File: src/rtl/amstrad_crtc.sv
// UM6845R (type 1) compatible CRTC for the Amstrad CPC.
// Counters advance on the 1 MHz character enable. HSYNC, VSYNC, DE, MA and RA are
// registered on that enable from the next-state values, so they change one CLK after it.
module amstrad_crtc #(
  parameter bit HS_DEFAULT = 1'b0
) (
  input  logic        CLK,
  input  logic        RESET,
  input  logic        CE,
  input  logic        CS,
  input  logic        RS,
  input  logic        WE,
  input  logic        RD,
  input  logic [7:0]  DI,
  output logic [7:0]  DO,
  output logic        HSYNC,
  output logic        VSYNC,
  output logic        DE,
  output logic [13:0] MA,
  output logic [4:0]  RA
);

  logic [7:0] regs [16];
  logic [4:0] addr_q;

  // Writable bits of each register
  function automatic logic [7:0] reg_mask(input logic [3:0] a);
    case (a)
      4'd4, 4'd6, 4'd7, 4'd10: reg_mask = 8'h7f;
      4'd5, 4'd9, 4'd11:       reg_mask = 8'h1f;
      4'd8:                    reg_mask = 8'h03;
      4'd12, 4'd14:            reg_mask = 8'h3f;
      default:                 reg_mask = 8'hff;
    endcase
  endfunction

  logic [7:0] r0, r1, r2, r13;
  logic [3:0] r3;
  logic [6:0] r4, r6, r7;
  logic [4:0] r5, r9;
  logic [5:0] r12;

  assign r0  = regs[0];
  assign r1  = regs[1];
  assign r2  = regs[2];
  assign r3  = regs[3][3:0];
  assign r4  = regs[4][6:0];
  assign r5  = regs[5][4:0];
  assign r6  = regs[6][6:0];
  assign r7  = regs[7][6:0];
  assign r9  = regs[9][4:0];
  assign r12 = regs[12][5:0];
  assign r13 = regs[13];

  logic [7:0]  hcc_q, hcc_d;
  logic [4:0]  rc_q, rc_d, adj_q, adj_d;
  logic [6:0]  vcc_q, vcc_d;
  logic [3:0]  hsw_q, hsw_d, vsw_q, vsw_d;
  logic        in_adj_q, in_adj_d, hs_q, hs_d, vs_q, vs_d;
  logic [13:0] row_start_q, row_start_d, next_row_q;
  logic        de_q;
  logic [13:0] ma_q;
  logic        line_end, frame_end;
  logic [4:0]  hs_width;

  // CPU register interface: address latch and masked data writes
  always_ff @(posedge CLK or posedge RESET) begin
    if (RESET) begin
      for (int i = 0; i < 16; i++) regs[i] <= '0;
      addr_q <= '0;
    end else if (WE && CS) begin
      if (!RS) addr_q <= DI[4:0];
      else if (!addr_q[4]) regs[addr_q[3:0]] <= DI & reg_mask(addr_q[3:0]);
    end
  end

  // Read mux: status bit 5 flags the vertical border
  always_comb begin
    DO = 8'h00;
    if (CS && RD) begin
      if (!RS) DO = {2'b00, (vcc_q >= r6), 5'b0};
      else if (addr_q == 5'd14 || addr_q == 5'd15) DO = regs[addr_q[3:0]];
    end
  end

  assign hs_width = (r3 != 4'd0) ? {1'b0, r3} : (HS_DEFAULT ? 5'd16 : 5'd0);

  // Next-state for the horizontal/vertical counters and the sync generators
  always_comb begin
    hcc_d       = hcc_q;
    rc_d        = rc_q;
    vcc_d       = vcc_q;
    adj_d       = adj_q;
    in_adj_d    = in_adj_q;
    row_start_d = row_start_q;
    hs_d        = hs_q;
    hsw_d       = hsw_q;
    vs_d        = vs_q;
    vsw_d       = vsw_q;
    frame_end   = 1'b0;
    line_end    = (hcc_q == r0);

    if (line_end) begin
      hcc_d = 8'd0;
      if (in_adj_q) begin
        adj_d = adj_q + 5'd1;
        rc_d  = rc_q + 5'd1;
        if (adj_q + 5'd1 == r5) frame_end = 1'b1;
      end else if (rc_q == r9) begin
        row_start_d = next_row_q;
        if (vcc_q == r4) begin
          if (r5 == 5'd0) begin
            frame_end = 1'b1;
          end else begin
            // Adjust lines keep counting the raster past R9
            in_adj_d = 1'b1;
            adj_d    = 5'd0;
            rc_d     = rc_q + 5'd1;
          end
        end else begin
          vcc_d = vcc_q + 7'd1;
          rc_d  = 5'd0;
        end
      end else begin
        rc_d = rc_q + 5'd1;
      end
    end else begin
      hcc_d = hcc_q + 8'd1;
    end

    if (frame_end) begin
      vcc_d       = 7'd0;
      rc_d        = 5'd0;
      in_adj_d    = 1'b0;
      row_start_d = {r12, r13};
    end

    // A match while active does not restart the width count
    if (hs_q) begin
      if (hs_width == 5'd0 || {1'b0, hsw_q} == hs_width - 5'd1) hs_d = 1'b0;
      else hsw_d = hsw_q + 4'd1;
    end else if (hcc_d == r2 && hs_width != 5'd0) begin
      hs_d  = 1'b1;
      hsw_d = 4'd0;
    end

    // Type 1: fixed 16-line vertical sync
    if (vs_q) begin
      if (line_end) begin
        if (vsw_q == 4'd15) vs_d = 1'b0;
        else vsw_d = vsw_q + 4'd1;
      end
    end else if (hcc_d == 8'd0 && rc_d == 5'd0 && vcc_d == r7 && !in_adj_d) begin
      vs_d  = 1'b1;
      vsw_d = 4'd0;
    end
  end

  // Counter, sync and output registers, advanced on the character enable
  always_ff @(posedge CLK or posedge RESET) begin
    if (RESET) begin
      hcc_q       <= '0;
      rc_q        <= '0;
      vcc_q       <= '0;
      adj_q       <= '0;
      in_adj_q    <= 1'b0;
      hsw_q       <= '0;
      vsw_q       <= '0;
      hs_q        <= 1'b0;
      vs_q        <= 1'b0;
      row_start_q <= '0;
      next_row_q  <= '0;
      de_q        <= 1'b0;
      ma_q        <= '0;
    end else if (CE) begin
      hcc_q       <= hcc_d;
      rc_q        <= rc_d;
      vcc_q       <= vcc_d;
      adj_q       <= adj_d;
      in_adj_q    <= in_adj_d;
      hsw_q       <= hsw_d;
      vsw_q       <= vsw_d;
      hs_q        <= hs_d;
      vs_q        <= vs_d;
      row_start_q <= row_start_d;
      // Start address of the following character row
      if (hcc_q == r1 && rc_q == r9 && !in_adj_q) next_row_q <= row_start_q + {6'd0, hcc_q};
      de_q        <= (hcc_d < r1) && (vcc_d < r6) && !in_adj_d;
      ma_q        <= row_start_d + {6'd0, hcc_d};
    end
  end

  assign HSYNC = hs_q;
  assign VSYNC = vs_q;
  assign DE    = de_q;
  assign MA    = ma_q;
  assign RA    = rc_q;

endmodule

File: config.mk
export PLATFORM = sky130hd
export DESIGN_NAME = amstrad_crtc
export DESIGN_NICKNAME = d
export VERILOG_FILES = /design/src/rtl/amstrad_crtc.sv
export SDC_FILE = /design/constraint.sdc
export NUM_CORES = 1
export LEC_CHECK = 0
export ABC_CLOCK_PERIOD_IN_PS = 13700
export CELL_PAD_IN_SITES_DETAIL_PLACEMENT = 1
export CELL_PAD_IN_SITES_GLOBAL_PLACEMENT = 2
export CORE_MARGIN = 1.5
export CORE_UTILIZATION = 30
export CTS_BUF_LIST = sky130_fd_sc_hd__clkbuf_16
export CTS_CLUSTER_DIAMETER = 80
export CTS_CLUSTER_SIZE = 10
export DETAILED_ROUTE_END_ITERATION = 10
export PLACE_DENSITY_LB_ADDON = 0.08
export SLEW_MARGIN = 20
export SYNTH_ARGS = -nofsm -noshare
export SYNTH_HDL_FRONTEND = slang
export SYNTH_SLANG_ARGS = --single-unit
File: constraint.sdc
create_clock -name CLK -period 13.7 [get_ports CLK]
set_input_delay 2.74 -clock CLK [delete_from_list [all_inputs] [get_ports CLK]]
set_output_delay 2.74 -clock CLK [all_outputs]
set_load 0.01 [all_outputs]
==> metrics.yaml <==
place:
  port_buffers: 44
  post-place-cells: 1643
  place_congestion: 0.7713
  worst_setup_slack_after_placement_ns: 6.444
  hpwlAfterDp_mm: 28.47
synth:
  synthDominantAreaCellType: "dfrtp_1"
  ys_seq_area_frac: 0.4328
  netlist_top_cells_area: "dfrtp_1, mux2_2, mux4_2, ha_1, nand2_1"
  synth_area_per_cell_um2: 10.57
  synth.distinct_cells: 82
  synth_edf_count: 0
  asyncSetResetFlopFracSynth: 1.000
  yosys_most_used_dff: "dfrtp_1"
  synth_largest_type_area_fraction: 0.4328
  post_synth_inst_count: 1121
  syn_area_um2: 11850
  synth_warnings: 0
  postSynthRegisterBits: 205
  syn-num-nets: 1181
grt:
  global_route_wire_length_before_repair_mm: 60.98
  globalRouteOverflowTotal: 0
  grt_max_degree: 96
  antenna_found_initial: 0
  grt_util_all_layers: 0.1979
  grt_pass1_vias: 9349
drt:
  drt-wirelength-per-cell_um: 23.30
  vias: 8732
  detail-route-antenna-nets: 0
  drt-vias-per-instance: 5.210
  wirelength_mm: 39.05
  drt_pass1_iterations: 6
  post-route-drc-count: 0
  dr.first_iter.drc_count: 294
clock_tree:
  clk_latency_ns: 0.56
  post_cts_buffers: 0
  post_cts_clock_slew_at_the_launch_and_capture_registers_of_the_worst_setup_and_hold_paths_ns: 0.05
  cts-resized-gates: 0
  cts_max_level: 1
  cts_root_buffer: "clkbuf_16"
  tritoncts: "built"
  cts_num_sinks: 205
  max-clock-path-buffers: 3
  cts_hold_buf: 0
  cts-buffers-inserted: 25
power_and_ir_drop:
  static-leakage-power_nw: 6.211
  power_density_nw_per_um2: 155.6
  worst_ir_drop_vdd_mv: 0.09120
timing:
  maxClockFrequency_mhz: 138.9
  final_critical_path_setup_slack_ns: 6.498
  number_of_hold_slack_violations_in_the_final_timing_report: 0
  tns_setup_ns: 0
  final-setup-viol-count: 0
  tightest_slew_margin_relative_to_the_limit: 0.2437
  hold-worst-slack_ns: 0.4794
  rsz0062_at_grt: "false"
  layout_min_cycle_time_ns: 7.202
  report.final.slew_viol_count: 0
  worst_pin_slew_ns: 1.129
  clock_skew_ns: 0.01725
  min_period_over_period: 0.5257
job:
  drv_cap: 0
setup_path:
  critPathArrivalTime_ns: 4.46
  critPathLaunchType: "input port"
  worst_setup_path_end_kind: "output pin"
  crit_path_max_fanout: 7
  required_ns: 10.96
  setup.worst_path.class: "in2out"
finish:
  final_layout_size_suffix_gt1_frac: 0.1746
  final-instance-count-excl-fill: 1676
  final_net_count: 1212
  area_growth_pct: 13.68
  fillCellCount: 4304
  layout_common_cells: "dfrtp_1, nand2_1, mux2_2"
  final_common_cell: "dfrtp_1"
floorplanning:
  floorplan.die.height_um: 201.8
  floorplan.initialDensity: 0.3053
  die-area_um2: 40710
  boundaryPins: 45
  die-width_um: 201.8
  core_um2: 38830
  row_count: 72
run_status:
  status: "finished clean"
worst_hold_path:
  hp-class: "reg2reg"
[cells in the mapped netlist, drive strengths merged, types with 3 or more instances]
library cell and count:
dfrtp 205, nand2 121, mux2 111, o21ai 94, nor2 52, ha 43, a21oi 42, xor2 42
inv 41, xnor2 38, clkbuf 35, mux4 24, and2 22, nand3 22, buf 20, mux2i 19
a21o 17, nand4 17, nor3 17, nor2b 16, a211oi 10, and3 10, o31ai 7, a22oi 6
a31oi 6, nor4 6, nand3b 5, nor4b 5, o41ai 5, a21boi 4, o21a 4, or3 4
a2111oi 3, a32o 3, and4 3, nand2b 3, nor3b 3, o211ai 3, o22ai 3
[metal layers]
metal	wire length, µm	track usage	up-vias
li1	-	-	4098
met1	19070	0.2866	4450
met2	17340	0.3074	130
met3	1505	0.02789	54
met4	1139	0.05650	0
met5	0	0	-
[path summary, 6_finish.rpt]
check / from / endpoint / slack [ns] / cells past startpoint
worst max-delay path: RS / DO[2] / 6.50 / 4
worst min-delay path: regs[34]$_DFFE_PP0P_ / regs[34]$_DFFE_PP0P_ / 0.48 / 2
worst max register to register: hcc_q[0]$_DFFE_PP0P_ / MA[8]$_DFFE_PP0P_ / 8.25 / 17
worst min register to register: regs[34]$_DFFE_PP0P_ / regs[34]$_DFFE_PP0P_ / 0.48 / 2
max in group asynchronous: RESET / addr_q[0]$_DFFE_PP0P_ / 9.70 / 3
min in group asynchronous: RESET / regs[62]$_DFFE_PP0P_ / 2.67 / 2
[registers in the layout (all words and copies together), names as in the netlist, 5 cells and up]
| register | count |
|---|---|
| regs | 48 |
| MA | 14 |
| next_row_q | 14 |
| row_start_q | 14 |
| hcc_q | 8 |
| r0 | 8 |
| r13 | 8 |
| r1 | 8 |
| r2 | 8 |
| r4 | 7 |
| r6 | 7 |
| r7 | 7 |
| vcc_q | 7 |
| r12 | 6 |
| RA | 5 |
| addr_q | 5 |
| adj_q | 5 |
| r5 | 5 |
| r9 | 5 |
[worst max-delay path, stage by stage]
cell and delay [ns]:
clkdlybuf4s50_1 0.53, nand4_1 0.37, a21oi_1 0.26, clkdlybuf4s50_1 0.56
[power breakdown]
group | total, mW | switching, mW | leakage (nW) | internal [mW]
logic | 0.660 | 0.378 | 3.16 | 0.282
clock network | 0.595 | 0.270 | 0.338 | 0.326
registers | 0.841 | 0.142 | 2.71 | 0.699
total | 2.10 | 0.791 | 6.21 | 1.31
[metrics by stage]
step                total power, mW  instance area [µm²]    util
floorplan                     1.267                11850       -
global placement              1.509                12790  0.3295
detailed placement            1.519                12790  0.3295
CTS                           2.131                13470  0.3470
global route                  2.233                13470  0.3470
finish                        2.097                13470  0.3470
[cell families after synthesis]
group | share of synthesized area
fa+ha+maj | 0.04877
flops | 0.4328
simple gates | 0.1343
compound gates | 0.1174
mux | 0.1671
buf+inv | 0.03547
xor+xnor | 0.06418
[cell type report]
class / count / area (µm²) / area share
Antenna cell: 1 / 2.502 / 0.0001857
Clock buffer: 25 / 625.6 / 0.04643
Sequential cell: 205 / 5131 / 0.3808
Tap cell: 518 / 648.1 / 0.04810
Inverter: 42 / 165.2 / 0.01226
Timing Repair Buffer: 59 / 548.0 / 0.04067
Clock inverter: 7 / 51.30 / 0.003807
Multi-Input combinational cell: 819 / 6302 / 0.4677
Note: power is estimated with default switching activity, not from simulation.
